[config.mk]
export PLATFORM = sky130hd
export DESIGN_NAME = insn_prefetch_buffer
export DESIGN_NICKNAME = d
export VERILOG_FILES = /design/src/rtl/insn_prefetch_pkg.sv /design/src/rtl/insn_fifo.sv /design/src/rtl/insn_prefetch_buffer.sv
export SDC_FILE = /design/constraint.sdc
export NUM_CORES = 1
export LEC_CHECK = 0
export CAP_MARGIN = 20
export CORE_MARGIN = 4
export CORE_UTILIZATION = 25
export CTS_CLUSTER_DIAMETER = 40
export CTS_CLUSTER_SIZE = 10
export DETAILED_ROUTE_END_ITERATION = 10
export GPL_ROUTABILITY_DRIVEN = 1
export PLACE_DENSITY = 0.46
export SYNTH_ARGS = -nofsm -noshare
export SYNTH_HDL_FRONTEND = slang
export SYNTH_SLANG_ARGS = --single-unit
[constraint.sdc]
create_clock -name clk -period 2.8 [get_ports clk]
set_input_delay 0.56 -clock clk [delete_from_list [all_inputs] [get_ports clk]]
set_output_delay 0.56 -clock clk [all_outputs]
set_load 0.02 [all_outputs]
[src/rtl/insn_prefetch_pkg.sv]
// Shared instruction-fetch definitions.
// Holds the instruction and program-counter widths, the default reset PC and
// the FIFO entry layout so that fetch, execute and redirect logic agree.
package insn_prefetch_pkg;

   localparam int LEN_INSN = 32;
   localparam int LEN_PC   = 16;

   localparam logic [LEN_PC-1:0] DEFAULT_RESET_PC = '0;

   // One buffered fetch result: the instruction word and the word address it
   // was read from.
   typedef struct packed {
      logic [LEN_PC-1:0]   pc;
      logic [LEN_INSN-1:0] insn;
   } fetch_entry_t;

endpackage

[src/rtl/insn_fifo.sv]
// insn_fifo: parameterised synchronous FIFO.
// Ports:
//   clk, rst        clock and synchronous active-high reset
//   flush_i         empties the FIFO; overrides push and pop this cycle
//   push_i, data_i  write request and data (ignored when full, unless popping)
//   pop_i           read request (ignored when empty)
//   head_o          entry at the read pointer (stale when count_o is 0)
//   count_o         number of stored entries, 0..DEPTH
module insn_fifo #(
   parameter int DEPTH = 4,
   parameter int WIDTH = 48
) (
   input  logic                       clk,
   input  logic                       rst,
   input  logic                       flush_i,
   input  logic                       push_i,
   input  logic                       pop_i,
   input  logic [WIDTH-1:0]           data_i,
   output logic [WIDTH-1:0]           head_o,
   output logic [$clog2(DEPTH):0]     count_o
);

   localparam int PW = $clog2(DEPTH);
   localparam int CW = PW + 1;

   logic [WIDTH-1:0] mem [DEPTH];

   logic [PW-1:0] rd_ptr_q, rd_ptr_d;
   logic [PW-1:0] wr_ptr_q, wr_ptr_d;
   logic [CW-1:0] count_q, count_d;
   logic          do_push;
   logic          do_pop;

   always_comb begin
      do_pop   = pop_i && (count_q != '0);
      // A full FIFO can still accept a write when a pop frees a slot this cycle.
      do_push  = push_i && ((count_q != CW'(DEPTH)) || do_pop);
      rd_ptr_d = rd_ptr_q;
      wr_ptr_d = wr_ptr_q;
      count_d  = count_q;
      if (flush_i) begin
         rd_ptr_d = '0;
         wr_ptr_d = '0;
         count_d  = '0;
      end else begin
         // DEPTH is a power of two, so pointers wrap naturally.
         if (do_push) wr_ptr_d = wr_ptr_q + PW'(1);
         if (do_pop)  rd_ptr_d = rd_ptr_q + PW'(1);
         case ({do_push, do_pop})
            2'b10:   count_d = count_q + CW'(1);
            2'b01:   count_d = count_q - CW'(1);
            default: count_d = count_q;
         endcase
      end
   end

   always_ff @(posedge clk) begin
      if (rst) begin
         rd_ptr_q <= '0;
         wr_ptr_q <= '0;
         count_q  <= '0;
      end else begin
         rd_ptr_q <= rd_ptr_d;
         wr_ptr_q <= wr_ptr_d;
         count_q  <= count_d;
      end
   end

   // Storage carries data only and needs no reset.
   always_ff @(posedge clk) begin
      if (do_push && !flush_i && !rst) begin
         mem[wr_ptr_q] <= data_i;
      end
   end

   assign head_o  = mem[rd_ptr_q];
   assign count_o = count_q;

endmodule

[src/rtl/insn_prefetch_buffer.sv]
// insn_prefetch_buffer: instruction prefetch stage.
// Owns the PC, issues one read per cycle to a synchronous instruction ROM
// (data returns one cycle after the strobe) and buffers results in a FIFO so
// the decoder can stall without losing reads already in flight. A redirect
// flushes the buffer and restarts fetch at a new PC.
// Ports:
//   clk, rst                 clock and synchronous active-high reset
//   valid_i                  fetch enable (stops issue only)
//   stall_o                  buffered plus in-flight entries fill DEPTH slots
//   imem_en_o, imem_addr_o   ROM read strobe and word address
//   imem_data_i              ROM read data, one cycle after imem_en_o
//   redirect_i, redirect_pc_i taken branch: flush and restart at redirect_pc_i
//   valid_o, insn_o, pc_o    head instruction and its address
//   stall_i                  decoder cannot accept the head this cycle
module insn_prefetch_buffer
   import insn_prefetch_pkg::*;
#(
   parameter int                DEPTH    = 4,
   parameter logic [LEN_PC-1:0] RESET_PC = DEFAULT_RESET_PC
) (
   input  logic                clk,
   input  logic                rst,
   input  logic                valid_i,
   output logic                stall_o,
   output logic                imem_en_o,
   output logic [LEN_PC-1:0]   imem_addr_o,
   input  logic [LEN_INSN-1:0] imem_data_i,
   input  logic                redirect_i,
   input  logic [LEN_PC-1:0]   redirect_pc_i,
   output logic                valid_o,
   input  logic                stall_i,
   output logic [LEN_INSN-1:0] insn_o,
   output logic [LEN_PC-1:0]   pc_o
);

   localparam int CW = $clog2(DEPTH) + 1;

   logic [LEN_PC-1:0] pc_q, pc_d;
   logic              inflight_q, inflight_d;
   logic [LEN_PC-1:0] inflight_pc_q, inflight_pc_d;
   logic              kill_q, kill_d;

   logic [CW-1:0]     count;
   logic [CW:0]       occupancy;
   logic              issue;
   logic              push;
   logic              pop;
   fetch_entry_t      push_entry;
   fetch_entry_t      head_entry;

   // Slots already committed: buffered entries plus the read still in flight.
   assign occupancy = {1'b0, count} + {{CW{1'b0}}, inflight_q};

   always_comb begin
      issue         = !rst && valid_i && !redirect_i && (occupancy < (CW+1)'(DEPTH));
      pc_d          = pc_q;
      inflight_d    = issue;
      inflight_pc_d = inflight_pc_q;
      kill_d        = 1'b0;
      if (issue) begin
         pc_d          = pc_q + LEN_PC'(1);
         inflight_pc_d = pc_q;
      end
      if (redirect_i) begin
         pc_d   = redirect_pc_i;
         kill_d = inflight_q;
      end
   end

   // A response is dropped if it belongs to a stream that was redirected away.
   assign push = inflight_q && !kill_q && !redirect_i;
   assign pop  = valid_o && !stall_i && !redirect_i;

   always_comb begin
      push_entry      = '0;
      push_entry.pc   = inflight_pc_q;
      push_entry.insn = imem_data_i;
   end

   always_ff @(posedge clk) begin
      if (rst) begin
         pc_q       <= RESET_PC;
         inflight_q <= 1'b0;
         kill_q     <= 1'b0;
      end else begin
         pc_q       <= pc_d;
         inflight_q <= inflight_d;
         kill_q     <= kill_d;
      end
   end

   always_ff @(posedge clk) begin
      inflight_pc_q <= inflight_pc_d;
   end

   insn_fifo #(
      .DEPTH (DEPTH),
      .WIDTH ($bits(fetch_entry_t))
   ) u_fifo (
      .clk     (clk),
      .rst     (rst),
      .flush_i (redirect_i),
      .push_i  (push),
      .pop_i   (pop),
      .data_i  (push_entry),
      .head_o  (head_entry),
      .count_o (count)
   );

   assign imem_en_o   = issue;
   assign imem_addr_o = pc_q;
   assign valid_o     = !rst && (count != '0);
   assign stall_o     = !rst && (occupancy >= (CW+1)'(DEPTH));
   assign insn_o      = head_entry.insn;
   assign pc_o        = head_entry.pc;

endmodule
==> impl_results.html <==
<table>
<tr><th>Metric</th><th>Value</th></tr>
<tr><th colspan="2">Route</th></tr>
<tr><td>Routed len/inst</td><td>approximately 19 µm</td></tr>
<tr><td>Vias per std cell</td><td>around 4.3</td></tr>
<tr><td>Drc violations</td><td>0</td></tr>
<tr><td>First-pass detailed-route iteration total</td><td>4</td></tr>
<tr><td>Sum of routed wire length over all layers</td><td>20400 µm</td></tr>
<tr><td>Vias</td><td>roughly 4800</td></tr>
<tr><td>Remaining antenna violation count</td><td>0</td></tr>
<tr><td>Initial DRC count</td><td>~170</td></tr>
<tr><th colspan="2">Global routing</th></tr>
<tr><td>Most crowded layer after global routing</td><td>met2</td></tr>
<tr><td>Maximum number of pins on one net before global-route repair</td><td>33</td></tr>
<tr><td>Met1 Use GR</td><td>13.9%</td></tr>
<tr><td>Fraction of met2 tracks used by global routing</td><td>~17%</td></tr>
<tr><td>Number of global-route vias before repair</td><td>5200</td></tr>
<tr><td>Global-route wire length before repair</td><td>31200 µm</td></tr>
<tr><td>Tot GR Track Use</td><td>10.3%</td></tr>
<tr><td>Initial antenna violation count</td><td>1</td></tr>
<tr><td>Total global routing overflow</td><td>0</td></tr>
<tr><td>GR met3 Demand/Resource</td><td>under 10%</td></tr>
<tr><th colspan="2">Synthesis</th></tr>
<tr><td>Number of synthesized register bits</td><td>235</td></tr>
<tr><td>Share of synthesized registers carrying an async set or reset</td><td>0%</td></tr>
<tr><td>Synth Flop Type</td><td>sky130_fd_sc_hd__edfxtp_1</td></tr>
<tr><td>Most numerous cell types in the synthesized netlist</td><td>sky130_fd_sc_hd__edfxtp_1 (208), sky130_fd_sc_hd__mux4_2 (48), sky130_fd_sc_hd__dfxtp_1 (27)</td></tr>
<tr><td>Sequential area share after synthesis</td><td>about three quarters</td></tr>
<tr><td>Library cells used by synthesis</td><td>42</td></tr>
<tr><td>Area leader, netlist</td><td>sky130_fd_sc_hd__edfxtp_1</td></tr>
<tr><td>Cell with the most instances after synthesis</td><td>sky130_fd_sc_hd__edfxtp_1</td></tr>
<tr><td>Total standard cell area after synthesis</td><td>between 8000 and 9000 µm²</td></tr>
<tr><td>Number of nets produced by synthesis</td><td>approximately 500</td></tr>
<tr><td>Area share of the largest cell type after synthesis</td><td>between 70% and 80%</td></tr>
<tr><td>Cell count after synthesis</td><td>about 440</td></tr>
<tr><td>Biggest area contributors in the synthesized netlist</td><td>sky130_fd_sc_hd__edfxtp_1 (70%), sky130_fd_sc_hd__mux4_2 (12%), sky130_fd_sc_hd__dfxtp_1 (6.1%)</td></tr>
<tr><td>Yosys warnings</td><td>0</td></tr>
<tr><td>Post-synthesis average cell area</td><td>20.1 µm²</td></tr>
<tr><td>Count of flip-flops with a built-in enable after synthesis</td><td>208</td></tr>
<tr><th colspan="2">Cells and area</th></tr>
<tr><td>Area growth from synthesis to layout</td><td>37.5%</td></tr>
<tr><td># diodes</td><td>0</td></tr>
<tr><td>Area of the multi-input gates</td><td>between 1500 and 2000 µm²</td></tr>
<tr><td>Fillers</td><td>3295</td></tr>
<tr><td>Fraction of layout cells with a size suffix above 1</td><td>roughly 24%</td></tr>
<tr><td>Nets</td><td>around 680</td></tr>
<tr><td>Seq. cell area</td><td>6790 µm²</td></tr>
<tr><td>Number of standard cells in the layout, taps in and fillers out</td><td>1101</td></tr>
<tr><th colspan="2">Die</th></tr>
<tr><td>Starting Density</td><td>25.5%</td></tr>
<tr><td>Number of top-level pins</td><td>120</td></tr>
<tr><td>Vertical die dimension</td><td>197 µm</td></tr>
<tr><td>Area of the die</td><td>38600 µm²</td></tr>
<tr><td>Die X-Extent</td><td>around 200 µm</td></tr>
<tr><td>Core Rows</td><td>68</td></tr>
<tr><td>Area of the core</td><td>between 30000 and 40000 µm²</td></tr>
<tr><th colspan="2">Pwr</th></tr>
<tr><td>IR Drop Worst-Case VDD</td><td>0.000333 V</td></tr>
<tr><td>Total power per unit cell area</td><td>roughly 730 nW/µm²</td></tr>
<tr><td>Leakage</td><td>4.00 nW</td></tr>
<tr><th colspan="2">Hold path</th></tr>
<tr><td>Hold Path Class</td><td>in -&gt; reg</td></tr>
<tr><td>Endpoint of the worst hold-timing path</td><td>kill_q</td></tr>
<tr><td>Origin of the worst min-delay path</td><td>redirect_i</td></tr>
<tr><td>Worst Hold Depth</td><td>3</td></tr>
<tr><th colspan="2">Worst setup path</th></tr>
<tr><td>Start of the worst register-to-register path</td><td>u_fifo.count_o[2]</td></tr>
<tr><td>Worst EP required</td><td>roughly 2200 ps</td></tr>
<tr><td>Register-to-Register Setup Slack</td><td>approximately 720 ps</td></tr>
<tr><td>Kind of start point of the critical path</td><td>primary input</td></tr>
<tr><td>Critical path peak fanout</td><td>5</td></tr>
<tr><td>Start-to-end type of the worst setup path</td><td>in -&gt; out</td></tr>
<tr><td>Crit path capture type</td><td>primary output</td></tr>
<tr><td>Capture instance of the worst register-to-register path</td><td>u_fifo.count_o[2]</td></tr>
<tr><td>Endpoint arrival time on the critical path</td><td>roughly 2200 ps</td></tr>
<tr><td>Cell count of the worst reg-to-reg path</td><td>7</td></tr>
<tr><th colspan="2">Place</th></tr>
<tr><td>Number of cells after detailed placement</td><td>about 1000</td></tr>
<tr><td>Setup slack at placement</td><td>-120 ps</td></tr>
<tr><td>Post-detail-place hpwl</td><td>13300 µm</td></tr>
<tr><td>Input/output buffers</td><td>about 120</td></tr>
<tr><td>Routability cong.</td><td>0.751</td></tr>
<tr><th colspan="2">Clocking</th></tr>
<tr><td>Clock Latency Late Sink</td><td>around 500 ps</td></tr>
<tr><td>Clock Sink Count</td><td>between 200 and 250</td></tr>
<tr><td>Count of hold buffers inserted by post-cts repair</td><td>0</td></tr>
<tr><td>Maximum level of the CTS H-tree</td><td>2</td></tr>
<tr><td>Root Buffer</td><td>sky130_fd_sc_hd__clkbuf_16</td></tr>
<tr><td>CTS buffer count</td><td>39</td></tr>
<tr><td>TritonCTS clock tree</td><td>yes</td></tr>
<tr><td>Clock tree buffer depth</td><td>3</td></tr>
<tr><td>Clock-pin slew on the worst setup and hold paths</td><td>about 50 ps</td></tr>
<tr><th colspan="2">STA</th></tr>
<tr><td>Number of setup violations in the final report</td><td>0</td></tr>
<tr><td>Unrepaired setup endpoints after global routing</td><td>no</td></tr>
<tr><td>Rel. slew slack</td><td>between 70% and 80%</td></tr>
<tr><td>Final hold violation count</td><td>0</td></tr>
<tr><td>Final sum of negative setup slack</td><td>0 ps</td></tr>
<tr><td>Worst Max-Slew Pin Slew</td><td>roughly 410 ps</td></tr>
<tr><td>Shortest clock period the worst path allows after layout</td><td>approximately 2700 ps</td></tr>
<tr><td>Ratio of final minimum period to clock period</td><td>between 90% and 100%</td></tr>
<tr><td>Max-slew violations</td><td>0</td></tr>
<tr><td>Worst Slack Setup Final</td><td>70.8 ps</td></tr>
<tr><td>Highest attainable clock frequency</td><td>366 MHz</td></tr>
<tr><td>Hold_ws</td><td>around 460 ps</td></tr>
<tr><td>Setup skew after layout</td><td>approximately 18 ps</td></tr>
<tr><th colspan="2">Status</th></tr>
<tr><td>Result of the run</td><td>complete, no violations</td></tr>
<tr><th colspan="2">Run</th></tr>
<tr><td>Max-cap viol count</td><td>0</td></tr>
</table>
[worst max-delay path by stage]
stage                     startpoint                end  slack [ps]  cells after the start
after floorplan           redirect_i  u_fifo.count_o[2]         330                     10
after detailed placement  redirect_i  u_fifo.count_o[2]        -120                      8
after global placement    redirect_i  u_fifo.count_o[2]         -40                      8
final                            rst          imem_en_o          70                      4
after global routing             rst          imem_en_o           7                      4
after CTS                   register          insn_o[2]           1                      3
[routing by layer]
| layer | share of wire (%) | up-vias |
|---|---|---|
| met5 | 0.054 | - |
| met4 | 1.5 | 2 |
| li1 | - | 2177 |
| met3 | 6.7 | 31 |
| met1 | 44 | 2434 |
| met2 | 47 | 145 |
[layout by cell type, fill, tap and decap left out, types with 5 or more instances in the layout]
cell type	count
sky130_fd_sc_hd__nand2_1	5
sky130_fd_sc_hd__a311oi_1	8
sky130_fd_sc_hd__buf_4	29
sky130_fd_sc_hd__nand4_1	5
sky130_fd_sc_hd__dfxtp_1	25
sky130_fd_sc_hd__inv_1	8
sky130_fd_sc_hd__bufinv_16	6
sky130_fd_sc_hd__mux4_2	48
sky130_fd_sc_hd__dlygate4sd2_1	42
sky130_fd_sc_hd__clkdlybuf4s50_1	74
sky130_fd_sc_hd__or3_1	8
sky130_fd_sc_hd__clkbuf_16	40
sky130_fd_sc_hd__buf_12	7
sky130_fd_sc_hd__nand3_1	7
sky130_fd_sc_hd__a211oi_1	8
sky130_fd_sc_hd__clkbuf_1	6
sky130_fd_sc_hd__clkinvlp_4	7
sky130_fd_sc_hd__ha_1	5
sky130_fd_sc_hd__o21ai_0	10
sky130_fd_sc_hd__xor2_1	5
sky130_fd_sc_hd__edfxtp_1	208
sky130_fd_sc_hd__nor2_1	23
[report_power, final]
| group | switching, mW | internal (mW) |
|---|---|---|
| clock network | 1.59 | 3.20 |
| logic | 0.138 | 0.149 |
| registers | 0.0416 | 3.85 |
[stage by stage]
stage               power, mW  utilization [%]  instance area (µm²)
floorplan                4.06                -                 8890
global placement         4.24             31.2                10900
detailed placement       4.25             31.2                10900
CTS                      9.11             35.0                12200
global route             9.30             35.1                12200
finish                   8.97             35.1                12200
[kinds of logic after synthesis]
kind of cell    share of synthesized area [%]
compound gates                           3.42
xor+xnor                                0.887
fa+ha+maj                               0.929
buf+inv                                  1.39
flops                                    76.4
mux                                      12.4
simple gates                             4.62
[registers in the layout (all words and copies together), names as in the netlist, named ones only]
signal           cells
u_fifo.rd_ptr_q      2
inflight_q           1
u_fifo.mem         192
imem_addr_o         16
inflight_pc_q       16
kill_q               1
u_fifo.count_o       3
u_fifo.wr_ptr_q      2
[critical path: stages]
cell and delay [ps]:
sky130_fd_sc_hd__clkdlybuf4s50_1 530, sky130_fd_sc_hd__nor3b_4 270, sky130_fd_sc_hd__and2_1 180, sky130_fd_sc_hd__clkdlybuf4s50_1 620
[layout make-up]
| cell class | count | share of cell area (%) |
|---|---|---|
| inverters | 8 | 0.246 |
| well taps | 455 | 4.66 |
| repair buffers | 155 | 12.3 |
| flip-flops and latches | 235 | 55.6 |
| multi-input cells | 178 | 16.3 |
| clock buffers | 47 | 8.49 |
| clock inverters | 23 | 2.51 |
[what timing repair did]
| action | in CTS | in global routing |
|---|---|---|
| gates resized for setup | 44 | 3 |
| setup endpoints to repair | 48 | 15 |
| buffers inserted | 5 | 3 |
| pin swaps | 0 | 0 |
(Power assumes the default switching activity.)
